===== src/rtl/counter_datacheck.sv =====
// counter_datacheck: receive-side checker for the incrementing counter pattern
// that counter_datagen drives through the HPIO TX lanes. It finds byte alignment
// by rotating received words, locks to the counter sequence, and then counts
// checked words and mismatches for loopback link qualification.
//
// Optional feature macro: DATACHECK_BITSLIP_EN
//   defined   - rotation search; a VERIFY mismatch advances rot_sel.
//   undefined - rot_sel is tied to 0 and no rotation logic is built.
//
// Ports:
//   clk          in   CLK_200M system clock
//   reset        in   synchronous, active-high reset
//   data_valid   in   data_in holds a valid received word this cycle
//   data_in      in   received word from the RX FIFO
//   clear_stats  in   single-cycle pulse, zeroes err_count and word_count
//   locked       out  high while in LOCKED
//   rot_sel      out  rotate-right amount applied to received words
//   err_pulse    out  one-cycle pulse on each mismatch while LOCKED
//   err_count    out  saturating mismatch count while LOCKED
//   word_count   out  saturating count of words checked while LOCKED
module counter_datacheck #(
    parameter int unsigned DATA_WIDTH  = 8,
    parameter int unsigned LOCK_COUNT  = 16,
    parameter int unsigned UNLOCK_ERRS = 4,
    parameter int unsigned CNT_WIDTH   = 32
) (
    input  logic                          clk,
    input  logic                          reset,
    input  logic                          data_valid,
    input  logic [DATA_WIDTH-1:0]         data_in,
    input  logic                          clear_stats,
    output logic                          locked,
    output logic [$clog2(DATA_WIDTH)-1:0] rot_sel,
    output logic                          err_pulse,
    output logic [CNT_WIDTH-1:0]          err_count,
    output logic [CNT_WIDTH-1:0]          word_count
);

    localparam int unsigned RotW = $clog2(DATA_WIDTH);
    localparam int unsigned McW  = (LOCK_COUNT > 1) ? $clog2(LOCK_COUNT) : 1;
    localparam int unsigned EcW  = $clog2(UNLOCK_ERRS + 1);

    typedef enum logic [1:0] {StSearch, StVerify, StLocked} state_e;

    state_e                state_q, state_d;
    logic [DATA_WIDTH-1:0] d1_q;
    logic                  v1_q;
    logic [DATA_WIDTH-1:0] expected_q, expected_d;
    logic [McW-1:0]        match_cnt_q, match_cnt_d;
    logic [EcW-1:0]        consec_err_q, consec_err_d;
    logic                  locked_q, locked_d;
    logic                  err_pulse_q, err_pulse_d;
    logic [CNT_WIDTH-1:0]  err_count_q, err_count_d;
    logic [CNT_WIDTH-1:0]  word_count_q, word_count_d;
    logic [DATA_WIDTH-1:0] r;

`ifdef DATACHECK_BITSLIP_EN
    logic [RotW-1:0]         rot_sel_q, rot_sel_d;
    logic [2*DATA_WIDTH-1:0] rot_dbl;

    // Rotate right: shifting a doubled copy keeps the wrapped-around bits.
    always_comb begin
        rot_dbl = {d1_q, d1_q} >> rot_sel_q;
        r       = rot_dbl[DATA_WIDTH-1:0];
    end

    always_ff @(posedge clk) begin
        if (reset) begin
            rot_sel_q <= '0;
        end else begin
            rot_sel_q <= rot_sel_d;
        end
    end

    always_comb begin
        rot_sel_d = rot_sel_q;
        if (v1_q && (state_q == StVerify) && (r != expected_q)) begin
            rot_sel_d = rot_sel_q + RotW'(1);
        end
    end

    assign rot_sel = rot_sel_q;
`else
    assign r       = d1_q;
    assign rot_sel = '0;
`endif

    always_ff @(posedge clk) begin
        if (reset) begin
            d1_q         <= '0;
            v1_q         <= 1'b0;
            state_q      <= StSearch;
            expected_q   <= '0;
            match_cnt_q  <= '0;
            consec_err_q <= '0;
            locked_q     <= 1'b0;
            err_pulse_q  <= 1'b0;
            err_count_q  <= '0;
            word_count_q <= '0;
        end else begin
            d1_q         <= data_in;
            v1_q         <= data_valid;
            state_q      <= state_d;
            expected_q   <= expected_d;
            match_cnt_q  <= match_cnt_d;
            consec_err_q <= consec_err_d;
            locked_q     <= locked_d;
            err_pulse_q  <= err_pulse_d;
            err_count_q  <= err_count_d;
            word_count_q <= word_count_d;
        end
    end

    always_comb begin
        state_d      = state_q;
        expected_d   = expected_q;
        match_cnt_d  = match_cnt_q;
        consec_err_d = consec_err_q;
        err_pulse_d  = 1'b0;
        err_count_d  = err_count_q;
        word_count_d = word_count_q;

        if (v1_q) begin
            unique case (state_q)
                StSearch: begin
                    expected_d  = r + DATA_WIDTH'(1);
                    match_cnt_d = '0;
                    state_d     = StVerify;
                end
                StVerify: begin
                    if (r == expected_q) begin
                        expected_d  = r + DATA_WIDTH'(1);
                        match_cnt_d = match_cnt_q + McW'(1);
                        if (match_cnt_q == McW'(LOCK_COUNT - 1)) begin
                            state_d      = StLocked;
                            consec_err_d = '0;
                        end
                    end else begin
                        state_d = StSearch;
                    end
                end
                StLocked: begin
                    // Expected free-runs so a single corrupted word costs one error.
                    expected_d = expected_q + DATA_WIDTH'(1);
                    if (word_count_q != '1) begin
                        word_count_d = word_count_q + CNT_WIDTH'(1);
                    end
                    if (r == expected_q) begin
                        consec_err_d = '0;
                    end else begin
                        err_pulse_d  = 1'b1;
                        consec_err_d = consec_err_q + EcW'(1);
                        if (err_count_q != '1) begin
                            err_count_d = err_count_q + CNT_WIDTH'(1);
                        end
                        if (consec_err_q == EcW'(UNLOCK_ERRS - 1)) begin
                            state_d = StSearch;
                        end
                    end
                end
                default: state_d = StSearch;
            endcase
        end

        // Clearing wins over a same-cycle increment; err_pulse is unaffected.
        if (clear_stats) begin
            err_count_d  = '0;
            word_count_d = '0;
        end

        locked_d = (state_d == StLocked);
    end

    assign locked     = locked_q;
    assign err_pulse  = err_pulse_q;
    assign err_count  = err_count_q;
    assign word_count = word_count_q;

endmodule

===== config.mk =====
export PLATFORM = sky130hd
export DESIGN_NAME = counter_datacheck
export DESIGN_NICKNAME = d
export VERILOG_FILES = /design/src/rtl/counter_datacheck.sv
export SDC_FILE = /design/constraint.sdc
export NUM_CORES = 1
export LEC_CHECK = 0
export ABC_AREA = 1
export CORE_MARGIN = 3
export CORE_UTILIZATION = 30
export DETAILED_ROUTE_END_ITERATION = 10
export PLACE_DENSITY = 0.47
export RECOVER_POWER = 25
export SLEW_MARGIN = 5
export SYNTH_ARGS = -nofsm -noshare
export SYNTH_HDL_FRONTEND = slang
export SYNTH_SLANG_ARGS = --single-unit

===== constraint.sdc =====
create_clock -name clk -period 4.9 [get_ports clk]
set_input_delay 1.47 -clock clk [delete_from_list [all_inputs] [get_ports clk]]
set_output_delay 1.47 -clock clk [all_outputs]
set_load 0.005 [all_outputs]

==> results.yml <==
yosys:
  yosys_warnings: 0
  ys_seq_area_frac: 0.3159
  syn_area_um2: 5831
  syn_area_per_cell_um2: 6.048
  synth_edf_count: 0
  synth_flop_cell: "dfxtp_1"
  synth_seq_cells: 92
  syn_inst: 964
  yosysUniqueCellTypes: 34
  ys_async_sr_fraction: 0
worst_setup_path:
  crit_path_end_kind: "flop"
  worstSetupPathType: "in -> reg"
  crit_chain: "dlygate4sd3_1, clkbuf_1, nor2_1, inv_1, buf_4, a21oi_1"
  startpoint_type: "input pin"
  crit_path_max_incr_delay_ns: 0.58
  crit_required_ns: 5.12
  worst_ep_arrival_time_ns: 3.81
  cp_slowest_cell: "clkbuf_1"
  reg2reg_depth: 9
  critical_path.max_fanout: 24
drt:
  drtAntennaViolNets: 0
  route.detailed.drc: 0
  via_per_inst: 4.577
  wl_per_cell_um: 13.17
  wirelength_mm: 17.05
  drt_iter0_drc: 295
  vias: 5922
  firstDrtPassIters: 5
placement:
  numPortBuffers: 77
  post-dp-hpwl_mm: 12.58
  dpl_cell_area_um2: 6778
  gp_congestion: 0.8475
sta:
  finalHoldViolations: 0
  setup_viol: 0
  tns_ns: 0
  clock_skew_ns: 0.008407
  fin_crit_sh: 0.7331
  rsz0062_at_grt: "no"
  final_max_slew_viol_count: 0
  worstMarginPinSlew_ns: 0.7589
  timing.fmax_ghz: 0.2784
  period_minus_slack_ns: 3.592
  slew_headroom: 0.4941
grt:
  grt_overflow: 0
  grt_pass1_vias: 5317
  grt_max_degree: 38
  grt_usage: 0.1612
  grt_pass1_wl_mm: 28.26
  antenna_found_initial: 0
cells_and_area:
  insertedDiodeCount: 0
  drive_gt1_frac: 0.03385
  nNetsFinal: 1047
  fin_area_um2: 7062
  area_growth_pct: 21.12
hold_path:
  hold_class: "reg -> reg"
  min_path_cells: 2
cts:
  numCtsBuffers: 9
  cts.clk_slew.worst_paths_ns: 0.07
  cts_tree: "built"
  cts_root_buf: "clkbuf_16"
  cts_resized: 0
  cts.sinks: 92
  ctsHoldBuffers: 0
  cts.path.max_buffers: 2
  post_cts_buffers: 0
  clkLatencyLatePin_ns: 0.35
  h-tree-depth: 3
die:
  fp.dieW_um: 145.4
  core_um2: 18890
  start_util: 0.3086
  die_area_um2: 21140
  core.rowCount: 50
  die_h_um: 145.4
  ioPinCount: 81
power_and_ir_drop:
  ir_drop_uv: 169.9
  power_leakage_uw: 0.002510
  fin_total_pwr_uw: 1581
  p_per_area_nw_per_um2: 223.9
flow_run:
  maxCapViolCount: 0
run_status:
  run_status: "completed"
[routing by layer]
layer | wire length (um) | GRT usage | up-vias
li1 | - | - | 3149
met1 | 8787 | 0.2301 | 2686
met3 | 449 | 0.02211 | 12
met4 | 184 | 0.03989 | 0
met5 | 0 | 0 | -
met2 | 7624 | 0.2582 | 75
[synthesized netlist by cell type (4+ instances only)]
cell / count / area (um^2)
a21oi_1: 63 / 315.3
buf_2: 5 / 25.02
buf_4: 4 / 30.03
buf_6: 7 / 78.83
clkbuf_1: 12 / 45.04
dfxtp_1: 92 / 1842
ha_1: 6 / 75.07
inv_1: 74 / 277.8
nand2_1: 374 / 1404
nand3_1: 54 / 270.3
nand3b_1: 25 / 187.7
nand4_1: 10 / 62.56
nor2_1: 164 / 615.6
nor2_4: 6 / 67.56
o21ai_0: 11 / 55.05
xnor2_1: 13 / 113.9
xor2_1: 19 / 166.4
[metrics by stage]
stage,instances,setup WS [ns],hold slack (ns),utilization
after global placement,1278,1.733,0.4743,0.3587
final,1294,1.308,0.4872,0.3738
after global routing,1294,1.044,0.5079,0.3738
after floorplan,966,2.520,0.4550,-
after detailed placement,1278,1.703,0.4798,0.3587
after CTS,1294,1.990,0.4909,0.3744
[report_power, final]
group          switching (uW)  internal (uW)
logic                    60.7           33.5
registers                8.35            758
clock network             311            410
total                     380           1200
[path summary, 6_finish.rpt]
check	start	end	slack, ns
setup / recovery	reset	word_count[28]	1.31
hold / removal	consec_err_q[2]	consec_err_q[2]	0.49
setup reg to reg	err_count[0]	err_count[24]	2.27
hold reg to reg	consec_err_q[2]	consec_err_q[2]	0.49
[worst max-delay path: cells and delay by family]
kind / cells / cell delay, ns
AO/OA/AOI/OAI: 1 / 0.07
AND/OR/NAND/NOR: 1 / 0.21
buffers and inverters: 4 / 2.07
[kinds of logic (layout without fill, tap and decap cells)]
group           Yosys count  after routing  synth area share
simple gates            646            646            0.4697
buf+inv                 106            174           0.08133
xor+xnor                 32             32           0.04807
compound gates           81             81           0.07146
fa+ha+maj                 6              6           0.01288
flops                    92             92            0.3159
other cells               1              3         0.0006432
[flip-flops by register name, indices dropped and copies added, names as in the netlist]
| register | cells |
|---|---|
| err_count | 32 |
| word_count | 32 |
| d1_q | 8 |
| expected_q | 8 |
| match_cnt_q | 4 |
| consec_err_q | 3 |
| state_q | 2 |
| err_pulse | 1 |
| locked | 1 |
| v1_q | 1 |
[area by class of cell]
type                    instances  area [um^2]
clock buffers                  12        246.5
clock inverters                 4        48.80
fillers                      2157        11830
inverters                      78        295.3
multi-input cells             768         3515
flip-flops and latches         92         1842
well taps                     260        325.3
repair buffers                 80        789.5
[layout by cell type (no fill, tap or decap), types with 5 or more instances in the layout]
cell             netlist  final
o21ai_0               11     12
dfxtp_1               92     92
a21oi_1               63     63
nor2_1               164    165
nand3b_1              25     25
nand3_1               54     54
xor2_1                19     19
clkbuf_16              0      9
nor2_4                 6      5
nand2_1              374    374
xnor2_1               13     13
inv_1                 74     75
ha_1                   6      6
nand4_1               10     10
clkdlybuf4s50_1        0     76
Power figures use the tool's default switching activity.
